## src/rtl/hexd_pkg.sv

```systemverilog
// rtl/hexd_pkg.sv - shared types and constants for the hex display controller
package hexd_pkg;

  typedef enum logic [1:0] {
    MODE_STATIC = 2'b00,
    MODE_BLINK  = 2'b01,
    MODE_SCROLL = 2'b10,
    MODE_RSVD   = 2'b11
  } mode_t;

  typedef enum logic [1:0] {
    IDLE   = 2'b00,
    SHOW   = 2'b01,
    BLANK  = 2'b10,
    SCROLL = 2'b11
  } state_t;

  localparam logic [6:0] SEG_BLANK = 7'b1111111;

endpackage

```

## src/rtl/seg7.sv

```systemverilog
// rtl/seg7.sv - hex nibble to active-low 7-segment glyph, segs = {g,f,e,d,c,b,a}
module seg7 (
  input  logic [3:0] nibble,
  output logic [6:0] segs
);

  always_comb begin
    case (nibble)
      4'h0:    segs = 7'h40;
      4'h1:    segs = 7'h79;
      4'h2:    segs = 7'h24;
      4'h3:    segs = 7'h30;
      4'h4:    segs = 7'h19;
      4'h5:    segs = 7'h12;
      4'h6:    segs = 7'h02;
      4'h7:    segs = 7'h78;
      4'h8:    segs = 7'h00;
      4'h9:    segs = 7'h10;
      4'hA:    segs = 7'h08;
      4'hB:    segs = 7'h03;
      4'hC:    segs = 7'h46;
      4'hD:    segs = 7'h21;
      4'hE:    segs = 7'h06;
      default: segs = 7'h0E;
    endcase
  end

endmodule

```

## src/rtl/hex_disp_ctrl.sv

```systemverilog
// rtl/hex_disp_ctrl.sv - multi-digit hex display controller with static, blink and scroll-in modes
// Define HEXD_LZB_EN to blank leading zero digits while showing a value.
module hex_disp_ctrl
  import hexd_pkg::*;
#(
  parameter int NDIG     = 6,
  parameter int TICK_DIV = 25_000_000
) (
  input  logic              clk,
  input  logic              reset_n,
  input  logic              in_valid,
  output logic              in_ready,
  input  logic [4*NDIG-1:0] in_data,
  input  logic [1:0]        in_mode,
  output logic [7*NDIG-1:0] hex_segs,
  output logic              busy
);

  localparam int CW = (TICK_DIV > 1) ? $clog2(TICK_DIV) : 1;
  localparam int SW = $clog2(NDIG + 1);

  state_t            state, state_nx;
  mode_t             mode_q;
  logic [4*NDIG-1:0] data_q;
  logic [CW-1:0]     cnt;
  logic [SW-1:0]     shifted;
  logic              accept, tick;

  logic [4*NDIG-1:0] disp_word;
  logic [NDIG-1:0]   blank;
  logic [7*NDIG-1:0] glyphs, segs_nx;
`ifdef HEXD_LZB_EN
  logic              lead;
`endif

  assign in_ready = (state != SCROLL);
  assign busy     = (state == SCROLL);
  assign accept   = in_valid && in_ready;
  assign tick     = (state != IDLE) && (cnt == CW'(TICK_DIV - 1));

  always_comb begin
    state_nx = state;
    if (accept) begin
      state_nx = (in_mode == MODE_SCROLL) ? SCROLL : SHOW;
    end else if (tick) begin
      case (state)
        SHOW:    if (mode_q == MODE_BLINK) state_nx = BLANK;
        BLANK:   state_nx = SHOW;
        SCROLL:  if (shifted == SW'(NDIG - 1)) state_nx = SHOW;
        default: state_nx = state;
      endcase
    end
  end

  always_ff @(posedge clk) begin
    if (!reset_n) begin
      state    <= IDLE;
      mode_q   <= MODE_STATIC;
      data_q   <= '0;
      cnt      <= '0;
      shifted  <= '0;
      hex_segs <= {NDIG{SEG_BLANK}};
    end else begin
      state    <= state_nx;
      hex_segs <= segs_nx;
      if (accept) begin
        data_q  <= in_data;
        mode_q  <= mode_t'(in_mode);
        cnt     <= '0;
        shifted <= '0;
      end else begin
        if (state != IDLE) cnt <= tick ? '0 : cnt + 1'b1;
        if (tick && state == SCROLL) shifted <= shifted + 1'b1;
      end
    end
  end

  // During scroll the top `shifted` nibbles sit right-justified; unfilled digits stay dark.
  always_comb begin
    disp_word = data_q;
    blank     = '0;
`ifdef HEXD_LZB_EN
    lead      = 1'b1;
`endif
    case (state)
      IDLE, BLANK: blank = '1;
      SCROLL: begin
        disp_word = data_q >> (4 * (NDIG - int'(shifted)));
        for (int k = 0; k < NDIG; k++) blank[k] = (k >= int'(shifted));
      end
      default: begin
`ifdef HEXD_LZB_EN
        for (int k = NDIG - 1; k > 0; k--) begin
          lead     = lead && (data_q[4*k +: 4] == 4'h0);
          blank[k] = lead;
        end
`endif
      end
    endcase
  end

  for (genvar k = 0; k < NDIG; k++) begin : g_dig
    seg7 u_seg7 (
      .nibble (disp_word[4*k +: 4]),
      .segs   (glyphs[7*k +: 7])
    );
    assign segs_nx[7*k +: 7] = blank[k] ? SEG_BLANK : glyphs[7*k +: 7];
  end

endmodule

```

## config.mk

```make
export PLATFORM = sky130hd
export DESIGN_NAME = hex_disp_ctrl
export DESIGN_NICKNAME = d
export VERILOG_FILES = /design/src/rtl/hexd_pkg.sv /design/src/rtl/seg7.sv /design/src/rtl/hex_disp_ctrl.sv
export SDC_FILE = /design/constraint.sdc
export NUM_CORES = 1
export LEC_CHECK = 0
export ABC_AREA = 1
export CORE_UTILIZATION = 69
export CTS_BUF_LIST = sky130_fd_sc_hd__clkbuf_16
export DETAILED_ROUTE_END_ITERATION = 10
export DONT_BUFFER_PORTS = 1
export PLACE_DENSITY = 0.85
export SLEW_MARGIN = 20
export SYNTH_ARGS = -nofsm -noshare
export SYNTH_HDL_FRONTEND = slang
export SYNTH_SLANG_ARGS = --single-unit
```

## constraint.sdc

```tcl
create_clock -name clk -period 5.1 [get_ports clk]
set_input_delay 0.765 -clock clk [delete_from_list [all_inputs] [get_ports clk]]
set_output_delay 0.765 -clock clk [all_outputs]
set_load 0.05 [all_outputs]
```

==> report_table.html, run 1 <==
<table>
<tr><th>Metric</th><th>Value</th></tr>
<tr><th colspan="2">Critical path</th></tr>
<tr><td>Master of the slowest instance on the critical path</td><td>sky130_fd_sc_hd__ha_1</td></tr>
<tr><td>Type of element launching the critical path</td><td>register</td></tr>
<tr><td>Critical-path maximum fanout</td><td>32</td></tr>
<tr><td>Crit path capture type</td><td>register</td></tr>
<tr><td>Critical path buffers and inverters</td><td>5</td></tr>
<tr><td>Delay of the slowest cell on the worst path</td><td>between 0.7 and 0.8 ns</td></tr>
<tr><td>Cell family with the largest share of critical-path delay</td><td>buffers and inverters</td></tr>
<tr><td>FF-to-FF Start</td><td>shifted[0]</td></tr>
<tr><td>FF-to-FF path depth</td><td>15</td></tr>
<tr><td>Critical Path, Cell by Cell</td><td>buf_4 &gt; inv_2 &gt; ha_1 &gt; inv_1 &gt; nor2_1 &gt; nand2_1 &gt; nand2_1 &gt; nand2_1 &gt; nand2_1 &gt; inv_1 &gt; ha_1 &gt; nand3_1 &gt; nand2_1 &gt; inv_1 &gt; nand2_1</td></tr>
<tr><td>Required arrival time at the worst endpoint</td><td>5.34 ns</td></tr>
<tr><td>Register-to-register setup slack</td><td>1.37 ns</td></tr>
<tr><td>Most used cell along the critical path</td><td>sky130_fd_sc_hd__nand2_1</td></tr>
<tr><td>Crit Path Class</td><td>reg -&gt; reg</td></tr>
<tr><td>Worst path arrival time</td><td>about 4 ns</td></tr>
<tr><td>RR Endpoint</td><td>hex_segs[1]</td></tr>
<tr><th colspan="2">Timing</th></tr>
<tr><td>Worst slack on hold paths</td><td>approximately 0.47 ns</td></tr>
<tr><td>Hold Vio Cnt, Final</td><td>0</td></tr>
<tr><td>Max_slew headroom</td><td>0.490</td></tr>
<tr><td>Final period util</td><td>0.732</td></tr>
<tr><td>Unrepaired setup endpoints after global routing</td><td>false</td></tr>
<tr><td>Final TNS setup</td><td>0 ns</td></tr>
<tr><td>Minimum period implied by the final worst setup slack</td><td>~3.7 ns</td></tr>
<tr><td>Setup-violating endpoint count in the final report</td><td>0</td></tr>
<tr><td>Number of pins exceeding their max-slew limit in the final report</td><td>0</td></tr>
<tr><td>Transition time of the tightest slew-check pin</td><td>~0.76 ns</td></tr>
<tr><td>Setup clock skew after layout</td><td>around 0.009 ns</td></tr>
<tr><td>Setup WS post-layout</td><td>between 1 and 1.5 ns</td></tr>
<tr><td>Achievable clock frequency</td><td>between 200 and 300 MHz</td></tr>
<tr><th colspan="2">Drt</th></tr>
<tr><td>Number of nets still failing antenna checks after routing</td><td>0</td></tr>
<tr><td>Overall routed net length</td><td>approximately 15 mm</td></tr>
<tr><td>DR iter-0 viols</td><td>480</td></tr>
<tr><td>Via-per-instance ratio</td><td>5.92</td></tr>
<tr><td>DR vias</td><td>6097</td></tr>
<tr><td>Drt pass-1 iters</td><td>6</td></tr>
<tr><td>Wire per inst</td><td>between 10 and 15 µm</td></tr>
<tr><td>Count of unresolved DRC violations after routing</td><td>0</td></tr>
<tr><th colspan="2">Synth</th></tr>
<tr><td>Net count after synthesis</td><td>between 1000 and 1500</td></tr>
<tr><td>Number of unique standard cell types used by synthesis</td><td>37</td></tr>
<tr><td>Netlist Area Pre-Place</td><td>between 0.005 and 0.006 mm²</td></tr>
<tr><td>Count of flip-flops with a built-in enable after synthesis</td><td>0</td></tr>
<tr><td>Most instantiated flip-flop cell in the synthesis netlist</td><td>sky130_fd_sc_hd__dfxtp_1</td></tr>
<tr><td>Sequential cell area fraction in the yosys report</td><td>0.327</td></tr>
<tr><td>Post-synthesis cell count</td><td>929</td></tr>
<tr><td>Avg Cell Area, Syn</td><td>~6.5 µm²</td></tr>
<tr><td>Share of synthesized flip-flops with an asynchronous set or reset</td><td>0</td></tr>
<tr><td>Number of register bits inferred by synthesis</td><td>slightly below 100</td></tr>
<tr><td>Yosys warns</td><td>0</td></tr>
<tr><th colspan="2">Clock tree</th></tr>
<tr><td>Root buffer cell</td><td>sky130_fd_sc_hd__clkbuf_16</td></tr>
<tr><td>Clock transition at path regs</td><td>approximately 0.070 ns</td></tr>
<tr><td>Postcts setup bufs</td><td>0</td></tr>
<tr><td>Cells resized by post-CTS repair</td><td>0</td></tr>
<tr><td>Clock latency at the later pin of the worst-skew pair</td><td>approximately 0.35 ns</td></tr>
<tr><td>TritonCTS sink count</td><td>98</td></tr>
<tr><td>Quantity of hold-fixing buffers added after cts</td><td>0</td></tr>
<tr><td>Clock tree from TritonCTS</td><td>done</td></tr>
<tr><td>Maximum count of clock buffers along a single path</td><td>2</td></tr>
<tr><td>Number of CTS-inserted buffers</td><td>9</td></tr>
<tr><td>H-Tree Depth</td><td>3</td></tr>
<tr><th colspan="2">Floorplan</th></tr>
<tr><td>Number of primary I/O pins</td><td>73</td></tr>
<tr><td>Core box area</td><td>0.00830 mm²</td></tr>
<tr><td>Total Die Area</td><td>roughly 0.0091 mm²</td></tr>
<tr><td>Die Ht</td><td>approximately 95 µm</td></tr>
<tr><td>Die span in x</td><td>about 95 µm</td></tr>
<tr><td>Standard-cell row count</td><td>33</td></tr>
<tr><td>Initial standard-cell utilization of the core</td><td>0.722</td></tr>
<tr><th colspan="2">Global route</th></tr>
<tr><td>Global-route wire length before repair</td><td>~24 mm</td></tr>
<tr><td>GRT Total Usage</td><td>0.340</td></tr>
<tr><td>Vias in the first global route</td><td>about 5400</td></tr>
<tr><td>Number of antenna violations at the first check in global routing</td><td>0</td></tr>
<tr><td>Maximum number of pins on one net before global-route repair</td><td>38</td></tr>
<tr><td>GRT Residual Overflow</td><td>0</td></tr>
<tr><th colspan="2">Place</th></tr>
<tr><td>Placed wire-length estimate</td><td>about 11 mm</td></tr>
<tr><td>Count of port buffers added during placement</td><td>0</td></tr>
<tr><td>Cell count after placement</td><td>slightly above 1000</td></tr>
<tr><td>Final RePlAce weighted congestion</td><td>around 0.96</td></tr>
<tr><td>Post-placement worst setup slack</td><td>1.49 ns</td></tr>
<tr><td>Area after detailed placement</td><td>roughly 0.006 mm²</td></tr>
<tr><th colspan="2">Pwr</th></tr>
<tr><td>Proportion of power drawn by combinational gates</td><td>0.151</td></tr>
<tr><td>Internal</td><td>1.31 mW</td></tr>
<tr><td>Clock share of power</td><td>0.351</td></tr>
<tr><td>Net load switching power</td><td>~0.70 mW</td></tr>
<tr><td>Sw Share</td><td>0.350</td></tr>
<tr><td>Power Density</td><td>between 300 and 400 mW/mm²</td></tr>
<tr><td>Max VDD drop</td><td>between 0.15 and 0.2 mV</td></tr>
<tr><td>Final total power</td><td>2.02 mW</td></tr>
<tr><td>Static leakage</td><td>~2.8 nW</td></tr>
<tr><td>Reg power frac</td><td>0.498</td></tr>
<tr><th colspan="2">Cells and area</th></tr>
<tr><td>Area grow syn2layout</td><td>5.86%</td></tr>
<tr><td>Post-route cell area</td><td>around 0.0063 mm²</td></tr>
<tr><td>Leading cell types in the layout, fill and taps excluded</td><td>sky130_fd_sc_hd__nand2_1 (254), sky130_fd_sc_hd__nand3_1 (135), sky130_fd_sc_hd__nor2_1 (105)</td></tr>
<tr><td>Most common cell after layout, fill and taps aside</td><td>sky130_fd_sc_hd__nand2_1</td></tr>
<tr><td>Net total in the final layout</td><td>994</td></tr>
<tr><td>Final core utilization</td><td>0.765</td></tr>
<tr><td>Final instance count without filler cells</td><td>1030</td></tr>
<tr><td>Proportion of layout cells with a drive suffix above 1</td><td>0.0497</td></tr>
<tr><td>Filler cell count in the final layout</td><td>between 600 and 700</td></tr>
<tr><td>Number of antenna cells inserted</td><td>0</td></tr>
<tr><th colspan="2">Min path</th></tr>
<tr><td>Worst hold stages</td><td>2</td></tr>
<tr><td>Startpoint of the tightest hold check path</td><td>cnt[24]</td></tr>
<tr><td>Hold crit path type</td><td>reg -&gt; reg</td></tr>
<tr><td>Capture endpoint of the worst hold path</td><td>cnt[24]</td></tr>
<tr><th colspan="2">Status</th></tr>
<tr><td>Result of the run</td><td>finished, final reports clean</td></tr>
<tr><th colspan="2">Run</th></tr>
<tr><td>Maximum capacitance violations</td><td>0</td></tr>
</table>
how the worst max path moves through the flow:
stage	start	end	slack (ns)	depth (start not counted)
after floorplan	state[0]	hex_segs[26]	2.39	12
after global placement	shifted[0]	hex_segs[40]	1.62	12
after detailed placement	shifted[0]	hex_segs[40]	1.49	12
after CTS	shifted[0]	hex_segs[40]	1.50	12
after global routing	shifted[0]	hex_segs[1]	1.06	15
final	shifted[0]	hex_segs[1]	1.37	15
registers in the layout (all words and copies together) (netlist names):
register  cells
cnt          25
data_q       24
hex_segs     42
mode_q        2
shifted       3
state         2
cells by family after synthesis:
family / share of synthesized area
simple gates: 0.381
buf+inv: 0.0862
compound gates: 0.107
xor+xnor: 0.00438
flops: 0.327
fa+ha+maj: 0.0939
tightest hold or removal path, cell delays in order (launching register included):
cell                      delay (ns)
sky130_fd_sc_hd__dfxtp_1        0.31
sky130_fd_sc_hd__inv_1          0.06
sky130_fd_sc_hd__a21oi_1        0.06
metal layers:
layer,track usage,vias up,part of all wire
met3,0.0606,42,0.083
met1,0.423,2775,0.40
met5,0,-,0
met2,0.582,292,0.49
li1,-,2988,-
met4,0.125,0,0.024
cells in the mapped netlist (2+ instances only):
| cell type | count | area [µm²] |
|---|---|---|
| sky130_fd_sc_hd__dfxtp_1 | 98 | 1960 |
| sky130_fd_sc_hd__buf_1 | 4 | 15.0 |
| sky130_fd_sc_hd__o21ai_0 | 58 | 290 |
| sky130_fd_sc_hd__buf_2 | 11 | 55.1 |
| sky130_fd_sc_hd__clkbuf_1 | 7 | 26.3 |
| sky130_fd_sc_hd__nand3_2 | 2 | 20.0 |
| sky130_fd_sc_hd__nor2_1 | 105 | 394 |
| sky130_fd_sc_hd__xnor2_1 | 2 | 17.5 |
| sky130_fd_sc_hd__nor3_1 | 8 | 40.0 |
| sky130_fd_sc_hd__o211ai_1 | 6 | 45.0 |
| sky130_fd_sc_hd__nand4_1 | 13 | 81.3 |
| sky130_fd_sc_hd__nand3_1 | 135 | 676 |
| sky130_fd_sc_hd__o22ai_1 | 4 | 25.0 |
| sky130_fd_sc_hd__a31oi_1 | 4 | 25.0 |
| sky130_fd_sc_hd__nand2_1 | 254 | 953 |
| sky130_fd_sc_hd__nand2_2 | 9 | 56.3 |
| sky130_fd_sc_hd__o21ai_1 | 3 | 15.0 |
| sky130_fd_sc_hd__o21ai_2 | 3 | 26.3 |
| sky130_fd_sc_hd__nor2_2 | 3 | 18.8 |
| sky130_fd_sc_hd__ha_1 | 45 | 563 |
| sky130_fd_sc_hd__a21oi_1 | 37 | 185 |
| sky130_fd_sc_hd__inv_1 | 97 | 364 |
| sky130_fd_sc_hd__inv_2 | 6 | 22.5 |
| sky130_fd_sc_hd__buf_6 | 2 | 22.5 |
area by class of cell:
cell class                 instances  area, µm²  area share
multi-input combinational        702       3520       0.554
sequential                        98       1960       0.309
inverter                         104        390      0.0615
clock buffer                       9        225      0.0355
tap                              105        131      0.0207
clock inverter                     7       83.8      0.0132
timing repair buffer               5       37.5     0.00591
power groups by stage:
stage	Combinational [mW]	Sequential (mW)	Clock [mW]
6_report	0.304	1.00	0.708
5_1_grt	0.346	1.01	0.741
4_1_cts	0.299	1.00	0.709
3_5_place_dp	0.297	1.02	0
3_3_place_gp	0.284	1.02	0
2_1_floorplan	0.236	1.01	0
Note: power is estimated with default switching activity, not from simulation.
==> inputs of run 2 (changes only) <==
--- a/config.mk
+++ b/config.mk
@@ -6,11 +6,11 @@
 export NUM_CORES = 1
 export LEC_CHECK = 0
 export ABC_AREA = 1
-export CORE_UTILIZATION = 69
+export CORE_UTILIZATION = 58
 export CTS_BUF_LIST = sky130_fd_sc_hd__clkbuf_16
 export DETAILED_ROUTE_END_ITERATION = 10
 export DONT_BUFFER_PORTS = 1
-export PLACE_DENSITY = 0.85
+export PLACE_DENSITY = 0.76
 export SLEW_MARGIN = 20
 export SYNTH_ARGS = -nofsm -noshare
 export SYNTH_HDL_FRONTEND = slang
==> constraint.sdc (replaced) <==
create_clock -name clk -period 3.1 [get_ports clk]
set_input_delay 0.465 -clock clk [delete_from_list [all_inputs] [get_ports clk]]
set_output_delay 0.465 -clock clk [all_outputs]
set_load 0.05 [all_outputs]
==> run 2 against run 1 <==
Net effect: clock skew is 0.0044 ns lower; sequential share of layout area is 0.49 points lower; critical path depth is 5 lower; via count is 3.3% lower; clock-buffer cell count stayed put; sequential cell count stayed put; final area is 1.6% higher; core utilization is 11 points lower; hold slack worse by 0.22 ns; routed wire length is 1.4% higher; non-clock buffer count is 6 higher; highest routed layer unchanged.
==> report_table.html, run 2 (synthesis results as in run 1) <==
<table>
<tr><th>Metric</th><th>Value</th></tr>
<tr><th colspan="2">Status</th></tr>
<tr><td>Result of the run</td><td>finished, final reports clean</td></tr>
<tr><th colspan="2">Drt</th></tr>
<tr><td>DR vias</td><td>roughly 5900</td></tr>
<tr><td>Via-per-instance ratio</td><td>approximately 5.5</td></tr>
<tr><td>Drt pass-1 iters</td><td>7</td></tr>
<tr><td>Detailed route wirelength on metal2</td><td>7.54 mm</td></tr>
<tr><td>Number of nets still failing antenna checks after routing</td><td>0</td></tr>
<tr><td>Wire length on met1</td><td>approximately 6.7 mm</td></tr>
<tr><td>Wire per inst</td><td>14.3 µm</td></tr>
<tr><td>Count of unresolved DRC violations after routing</td><td>0</td></tr>
<tr><td>Detailed route wirelength on metal3</td><td>about 770 µm</td></tr>
<tr><td>DR iter-0 viols</td><td>about 440</td></tr>
<tr><td>Top Metal Used</td><td>met4</td></tr>
<tr><td>Overall routed net length</td><td>around 15 mm</td></tr>
<tr><th colspan="2">Critical path</th></tr>
<tr><td>Worst path arrival time</td><td>just under 3 ns</td></tr>
<tr><td>Cell family with the largest share of critical-path delay</td><td>adder cells</td></tr>
<tr><td>Critical-path maximum fanout</td><td>19</td></tr>
<tr><td>Type of element launching the critical path</td><td>register</td></tr>
<tr><td>Crit path capture type</td><td>register</td></tr>
<tr><td>Critical path buffers and inverters</td><td>3</td></tr>
<tr><td>Critical Path, Cell by Cell</td><td>inv_1 &gt; ha_1 &gt; buf_4 &gt; nand4_1 &gt; o21ai_0 &gt; inv_1 &gt; ha_1 &gt; o21ai_0 &gt; nand2_1 &gt; nand3_1</td></tr>
<tr><td>Crit Path Class</td><td>reg -&gt; reg</td></tr>
<tr><td>Delay of the slowest cell on the worst path</td><td>0.48 ns</td></tr>
<tr><td>Required arrival time at the worst endpoint</td><td>~3.4 ns</td></tr>
<tr><td>Master of the slowest instance on the critical path</td><td>sky130_fd_sc_hd__dfxtp_1</td></tr>
<tr><th colspan="2">Timing</th></tr>
<tr><td>Setup-violating endpoint count in the final report</td><td>0</td></tr>
<tr><td>Minimum period implied by the final worst setup slack</td><td>approximately 2.7 ns</td></tr>
<tr><td>Final period util</td><td>0.858</td></tr>
<tr><td>Worst slack on hold paths</td><td>roughly 0.26 ns</td></tr>
<tr><td>Setup clock skew after layout</td><td>0.00444 ns</td></tr>
<tr><td>Hold Vio Cnt, Final</td><td>0</td></tr>
<tr><td>Number of pins exceeding their max-slew limit in the final report</td><td>0</td></tr>
<tr><td>Achievable clock frequency</td><td>about 380 MHz</td></tr>
<tr><td>Final TNS setup</td><td>0 ns</td></tr>
<tr><td>Transition time of the tightest slew-check pin</td><td>between 0.6 and 0.7 ns</td></tr>
<tr><td>Unrepaired setup endpoints after global routing</td><td>false</td></tr>
<tr><td>Max_slew headroom</td><td>0.572</td></tr>
<tr><th colspan="2">Clock tree</th></tr>
<tr><td>Postcts setup bufs</td><td>0</td></tr>
<tr><td>Quantity of hold-fixing buffers added after cts</td><td>0</td></tr>
<tr><td>Clock transition at path regs</td><td>around 0.06 ns</td></tr>
<tr><td>Cells resized by post-CTS repair</td><td>0</td></tr>
<tr><td>H-Tree Depth</td><td>3</td></tr>
<tr><td>Number of CTS-inserted buffers</td><td>9</td></tr>
<tr><td>TritonCTS sink count</td><td>just under 100</td></tr>
<tr><td>Root buffer cell</td><td>sky130_fd_sc_hd__clkbuf_16</td></tr>
<tr><td>Clock latency at the later pin of the worst-skew pair</td><td>0.34 ns</td></tr>
<tr><td>Clock tree from TritonCTS</td><td>done</td></tr>
<tr><td>Maximum count of clock buffers along a single path</td><td>2</td></tr>
<tr><th colspan="2">Pwr</th></tr>
<tr><td>Power Density</td><td>around 530 mW/mm²</td></tr>
<tr><td>Max VDD drop</td><td>0.419 mV</td></tr>
<tr><td>Static leakage</td><td>between 2 and 3 nW</td></tr>
<tr><th colspan="2">Place</th></tr>
<tr><td>Final RePlAce weighted congestion</td><td>approximately 0.98</td></tr>
<tr><td>Count of port buffers added during placement</td><td>0</td></tr>
<tr><td>Placed wire-length estimate</td><td>between 10 and 15 mm</td></tr>
<tr><td>Cell count after placement</td><td>1048</td></tr>
<tr><th colspan="2">Cells and area</th></tr>
<tr><td>Final instance count without filler cells</td><td>between 1000 and 1500</td></tr>
<tr><td>Regs by FF count</td><td>hex_segs (42), cnt (25), data_q (24)</td></tr>
<tr><td>Area grow syn2layout</td><td>7.58%</td></tr>
<tr><td>Biggest register</td><td>hex_segs</td></tr>
<tr><td>Proportion of layout cells with a drive suffix above 1</td><td>0.0527</td></tr>
<tr><td>Number of flip-flops in the largest register</td><td>42</td></tr>
<tr><td>Filler cell count in the final layout</td><td>between 900 and 1000</td></tr>
<tr><td>Final core utilization</td><td>0.651</td></tr>
<tr><td>Most common cell after layout, fill and taps aside</td><td>sky130_fd_sc_hd__nand2_1</td></tr>
<tr><td>Number of antenna cells inserted</td><td>0</td></tr>
<tr><td>Net total in the final layout</td><td>1000</td></tr>
<tr><td>Leading cell types in the layout, fill and taps excluded</td><td>sky130_fd_sc_hd__nand2_1 (254), sky130_fd_sc_hd__nand3_1 (135), sky130_fd_sc_hd__nor2_1 (105)</td></tr>
<tr><th colspan="2">Floorplan</th></tr>
<tr><td>Initial standard-cell utilization of the core</td><td>0.605</td></tr>
<tr><td>Die span in x</td><td>between 100 and 150 µm</td></tr>
<tr><td>Number of primary I/O pins</td><td>73</td></tr>
<tr><td>Core box area</td><td>slightly below 0.01 mm²</td></tr>
<tr><td>Standard-cell row count</td><td>36</td></tr>
<tr><td>Total Die Area</td><td>about 0.011 mm²</td></tr>
<tr><td>Die Ht</td><td>104 µm</td></tr>
<tr><th colspan="2">Global route</th></tr>
<tr><td>Global-route wire length before repair</td><td>roughly 25 mm</td></tr>
<tr><td>GRT Total Usage</td><td>0.286</td></tr>
<tr><td>Maximum number of pins on one net before global-route repair</td><td>31</td></tr>
<tr><td>GRT Residual Overflow</td><td>0</td></tr>
<tr><td>Number of antenna violations at the first check in global routing</td><td>0</td></tr>
<tr><td>Vias in the first global route</td><td>~5400</td></tr>
<tr><th colspan="2">Min path</th></tr>
<tr><td>Hold crit path type</td><td>in -&gt; reg</td></tr>
<tr><th colspan="2">Run</th></tr>
<tr><td>Maximum capacitance violations</td><td>0</td></tr>
</table>
[run 2: changes by cell type in the layout (fill, tap and decap cells not counted), sizes merged]
cell	previous run	this run
bufinv	1	3
buf	5	11
clkinv	3	4
inv	106	103
clkinvlp	1	0
[run 2: power breakdown]
part	internal (mW)	leakage, nW	switching [mW]
Sequential	1.36	0.804	0.294
Clock	0.780	0.161	0.460
Combinational	0.160	1.90	0.341
Total	2.30	2.87	1.10
[run 2: worst paths after layout]
check / start / to / slack [ns] / cells after the start
worst max register to register: shifted[1] / hex_segs[38] / 0.44 / 10
worst min-delay path: reset_n / data_q[4] / 0.26 / 2
worst max-delay path: shifted[1] / hex_segs[38] / 0.44 / 10
worst min register to register: cnt[7] / cnt[7] / 0.46 / 2
[run 2: cell type report]
class / instances / area [µm²] / area share
clock inverters: 6 / 106 / 0.0165
repair buffers: 11 / 82.6 / 0.0128
well taps: 133 / 166 / 0.0258
inverters: 104 / 390 / 0.0605
clock buffers: 9 / 225 / 0.0349
flip-flops and latches: 98 / 1960 / 0.304
multi-input cells: 702 / 3520 / 0.545
[run 2: metrics by stage]
stage	total power, mW	worst slack, ns	area, µm²
5_1_grt	3.55	0.227	6450
6_report	3.39	0.440	6450
2_1_floorplan	2.05	0.392	6000
4_1_cts	3.41	0.465	6450
3_3_place_gp	2.16	0.602	6120
3_5_place_dp	2.18	0.493	6120
[run 2: layer usage]
layer  vias up  GRT usage
met3        20     0.0422
li1       3010          -
met1      2661      0.362
met4         0     0.0898
met2       206      0.500
met5         -          0
==> inputs of run 3 (changes only) <==
--- a/config.mk
+++ b/config.mk
@@ -6,11 +6,11 @@
 export NUM_CORES = 1
 export LEC_CHECK = 0
 export ABC_AREA = 1
-export CORE_UTILIZATION = 58
+export CORE_MARGIN = 5
+export CORE_UTILIZATION = 51
 export CTS_BUF_LIST = sky130_fd_sc_hd__clkbuf_16
 export DETAILED_ROUTE_END_ITERATION = 10
-export DONT_BUFFER_PORTS = 1
-export PLACE_DENSITY = 0.76
+export PLACE_DENSITY = 0.77
 export SLEW_MARGIN = 20
 export SYNTH_ARGS = -nofsm -noshare
 export SYNTH_HDL_FRONTEND = slang
==> run 3 against run 2 <==
Net effect: worst setup slack gained 0.0030 ns; global-route usage shrank 6.5 points; largest power group unchanged; sequential share of layout area shrank 3.1 points; clock skew grew 0.0034 ns; total power grew 3.5%; sequential cell count is the same; clock power shrank 3%; clock-buffer cell count is the same; largest cell class unchanged; maximum frequency grew 0.11%; critical path depth grew 4; combinational power grew 81%; final area grew 11%.
==> report_table.html, run 3 (synthesis results as in run 1) <==
<table>
<tr><th>Metric</th><th>Value</th></tr>
<tr><th colspan="2">Status</th></tr>
<tr><td>Result of the run</td><td>finished, final reports clean</td></tr>
<tr><th colspan="2">Timing</th></tr>
<tr><td>Setup clock skew after layout</td><td>around 0.008 ns</td></tr>
<tr><td>Max_slew headroom</td><td>0.501</td></tr>
<tr><td>Hold Vio Cnt, Final</td><td>0</td></tr>
<tr><td>Unrepaired setup endpoints after global routing</td><td>false</td></tr>
<tr><td>Setup-violating endpoint count in the final report</td><td>0</td></tr>
<tr><td>Number of pins exceeding their max-slew limit in the final report</td><td>0</td></tr>
<tr><td>Transition time of the tightest slew-check pin</td><td>approximately 0.74 ns</td></tr>
<tr><td>Worst slack on hold paths</td><td>between 0.4 and 0.5 ns</td></tr>
<tr><td>Minimum period implied by the final worst setup slack</td><td>about 2.7 ns</td></tr>
<tr><td>Achievable clock frequency</td><td>between 300 and 400 MHz</td></tr>
<tr><td>Final TNS setup</td><td>0 ns</td></tr>
<tr><td>Final period util</td><td>0.857</td></tr>
<tr><th colspan="2">Place</th></tr>
<tr><td>Count of port buffers added during placement</td><td>approximately 70</td></tr>
<tr><td>Area after detailed placement</td><td>0.00686 mm²</td></tr>
<tr><td>Final RePlAce weighted congestion</td><td>slightly above 0.9</td></tr>
<tr><td>Placed wire-length estimate</td><td>11.6 mm</td></tr>
<tr><td>Cell count after placement</td><td>around 1100</td></tr>
<tr><th colspan="2">Cells and area</th></tr>
<tr><td>Biggest register</td><td>hex_segs</td></tr>
<tr><td>Proportion of layout cells with a drive suffix above 1</td><td>0.0518</td></tr>
<tr><td>Leading cell types in the layout, fill and taps excluded</td><td>sky130_fd_sc_hd__nand2_1 (254), sky130_fd_sc_hd__nand3_1 (135), sky130_fd_sc_hd__nor2_1 (105)</td></tr>
<tr><td>Regs by FF count</td><td>hex_segs (42), cnt (25), data_q (24)</td></tr>
<tr><td>Final instance count without filler cells</td><td>between 1000 and 1500</td></tr>
<tr><td>Net total in the final layout</td><td>between 1000 and 1500</td></tr>
<tr><td>Number of flip-flops in the largest register</td><td>42</td></tr>
<tr><td>Number of antenna cells inserted</td><td>0</td></tr>
<tr><td>Area grow syn2layout</td><td>19.7%</td></tr>
<tr><td>Post-route cell area</td><td>between 0.007 and 0.008 mm²</td></tr>
<tr><td>Final core utilization</td><td>0.626</td></tr>
<tr><td>Most common cell after layout, fill and taps aside</td><td>sky130_fd_sc_hd__nand2_1</td></tr>
<tr><th colspan="2">Drt</th></tr>
<tr><td>Drt pass-1 iters</td><td>5</td></tr>
<tr><td>Wire per inst</td><td>13.6 µm</td></tr>
<tr><td>Overall routed net length</td><td>roughly 16 mm</td></tr>
<tr><td>DR vias</td><td>between 6000 and 7000</td></tr>
<tr><td>Count of unresolved DRC violations after routing</td><td>0</td></tr>
<tr><td>DR iter-0 viols</td><td>approximately 560</td></tr>
<tr><td>Via-per-instance ratio</td><td>about 5.3</td></tr>
<tr><td>Number of nets still failing antenna checks after routing</td><td>0</td></tr>
<tr><th colspan="2">Critical path</th></tr>
<tr><td>Critical Path, Cell by Cell</td><td>buf_4 &gt; ha_1 &gt; inv_1 &gt; nand2_1 &gt; nand2_2 &gt; nor2_1 &gt; nand3_1 &gt; nand3_1 &gt; nand2_1 &gt; ha_1 &gt; inv_1 &gt; nand4_1 &gt; nand3_1 &gt; nand3_1</td></tr>
<tr><td>Crit path capture type</td><td>register</td></tr>
<tr><td>FF-to-FF path depth</td><td>14</td></tr>
<tr><td>RR Endpoint</td><td>hex_segs[0]</td></tr>
<tr><td>Critical-path maximum fanout</td><td>31</td></tr>
<tr><td>FF-to-FF Start</td><td>shifted[0]</td></tr>
<tr><td>Most used cell along the critical path</td><td>sky130_fd_sc_hd__nand3_1</td></tr>
<tr><td>Register-to-register setup slack</td><td>between 0.4 and 0.5 ns</td></tr>
<tr><td>Master of the slowest instance on the critical path</td><td>sky130_fd_sc_hd__dfxtp_1</td></tr>
<tr><td>Required arrival time at the worst endpoint</td><td>roughly 3.3 ns</td></tr>
<tr><td>Type of element launching the critical path</td><td>register</td></tr>
<tr><td>Path length in cells of the critical path</td><td>14</td></tr>
<tr><td>Cell family with the largest share of critical-path delay</td><td>simple AND/OR/NAND/NOR gates</td></tr>
<tr><td>Critical path buffers and inverters</td><td>3</td></tr>
<tr><td>Crit Path Class</td><td>reg -&gt; reg</td></tr>
<tr><td>Worst setup path end</td><td>hex_segs[0]</td></tr>
<tr><td>Worst path arrival time</td><td>approximately 2.9 ns</td></tr>
<tr><td>Delay of the slowest cell on the worst path</td><td>~0.34 ns</td></tr>
<tr><td>Critical Path Source</td><td>shifted[0]</td></tr>
<tr><th colspan="2">Global route</th></tr>
<tr><td>Global-route track usage on met3</td><td>0.0372</td></tr>
<tr><td>Global-route met1 utilization</td><td>0.302</td></tr>
<tr><td>Global-route wire length before repair</td><td>around 26 mm</td></tr>
<tr><td>GRT Residual Overflow</td><td>0</td></tr>
<tr><td>Busiest layer in global routing</td><td>met2</td></tr>
<tr><td>GRT Total Usage</td><td>0.221</td></tr>
<tr><td>Vias in the first global route</td><td>5416</td></tr>
<tr><td>Number of antenna violations at the first check in global routing</td><td>0</td></tr>
<tr><td>Maximum number of pins on one net before global-route repair</td><td>32</td></tr>
<tr><td>Met2 Use GR</td><td>0.349</td></tr>
<tr><th colspan="2">Clock tree</th></tr>
<tr><td>Clock latency at the later pin of the worst-skew pair</td><td>approximately 0.35 ns</td></tr>
<tr><td>Clock transition at path regs</td><td>approximately 0.070 ns</td></tr>
<tr><td>H-Tree Depth</td><td>3</td></tr>
<tr><td>Maximum count of clock buffers along a single path</td><td>2</td></tr>
<tr><td>Quantity of hold-fixing buffers added after cts</td><td>0</td></tr>
<tr><td>Number of CTS-inserted buffers</td><td>9</td></tr>
<tr><td>Root buffer cell</td><td>sky130_fd_sc_hd__clkbuf_16</td></tr>
<tr><td>Clock tree from TritonCTS</td><td>done</td></tr>
<tr><td>Cells resized by post-CTS repair</td><td>0</td></tr>
<tr><td>Postcts setup bufs</td><td>0</td></tr>
<tr><td>TritonCTS sink count</td><td>about 100</td></tr>
<tr><th colspan="2">Min path</th></tr>
<tr><td>Hold crit path type</td><td>reg -&gt; reg</td></tr>
<tr><th colspan="2">Floorplan</th></tr>
<tr><td>Die span in x</td><td>roughly 120 µm</td></tr>
<tr><td>Number of primary I/O pins</td><td>between 70 and 80</td></tr>
<tr><td>Initial standard-cell utilization of the core</td><td>0.523</td></tr>
<tr><td>Die Ht</td><td>118 µm</td></tr>
<tr><td>Standard-cell row count</td><td>39</td></tr>
<tr><td>Core box area</td><td>approximately 0.011 mm²</td></tr>
<tr><td>Total Die Area</td><td>roughly 0.014 mm²</td></tr>
<tr><th colspan="2">Pwr</th></tr>
<tr><td>Power Density</td><td>~490 mW/mm²</td></tr>
<tr><td>Max VDD drop</td><td>~0.40 mV</td></tr>
<tr><td>Static leakage</td><td>3.16 nW</td></tr>
<tr><th colspan="2">Run</th></tr>
<tr><td>Maximum capacitance violations</td><td>0</td></tr>
</table>
## run 3: area by class of cell
type                       count  area, µm²
multi-input combinational    702       3520
inverter                     104        390
timing repair buffer          84        811
fill                        1065       4290
clock buffer                   9        225
tap                          143        179
clock inverter                 6       90.1
sequential                    98       1960
## run 3: per-stage QoR
stage,total power [mW],setup slack [ns]
2_1_floorplan,2.05,0.392
3_3_place_gp,2.33,0.565
6_report,3.51,0.443
4_1_cts,3.53,0.482
5_1_grt,3.69,0.176
3_5_place_dp,2.34,0.495
## run 3: how the worst min path moves through the flow
stage               from         to  slack (ns)  cells past startpoint
2_1_floorplan     cnt[7]     cnt[7]        0.43                      2
5_1_grt           cnt[7]     cnt[7]        0.49                      2
6_report         cnt[24]    cnt[24]        0.47                      2
3_5_place_dp   mode_q[1]  mode_q[1]        0.46                      2
4_1_cts        mode_q[1]  mode_q[1]        0.47                      2
3_3_place_gp      cnt[7]     cnt[7]        0.46                      2
## run 3: metal layers
layer	wire (µm)	vias to the layer above
met1	7210	2732
met4	341	0
met5	0	-
met2	7120	206
li1	-	3150
met3	932	29
## run 3: worst min-delay path, stage by stage, from the launching register on
cell and delay (ns):
sky130_fd_sc_hd__dfxtp_1 0.31, sky130_fd_sc_hd__inv_1 0.06, sky130_fd_sc_hd__a21oi_1 0.05
## run 3: power breakdown
part / internal, mW / switching [mW] / leakage [nW] / total [mW]
Clock: 0.705 / 0.492 / 0.152 / 1.20
Combinational: 0.300 / 0.609 / 2.20 / 0.909
Sequential: 1.36 / 0.0503 / 0.804 / 1.41
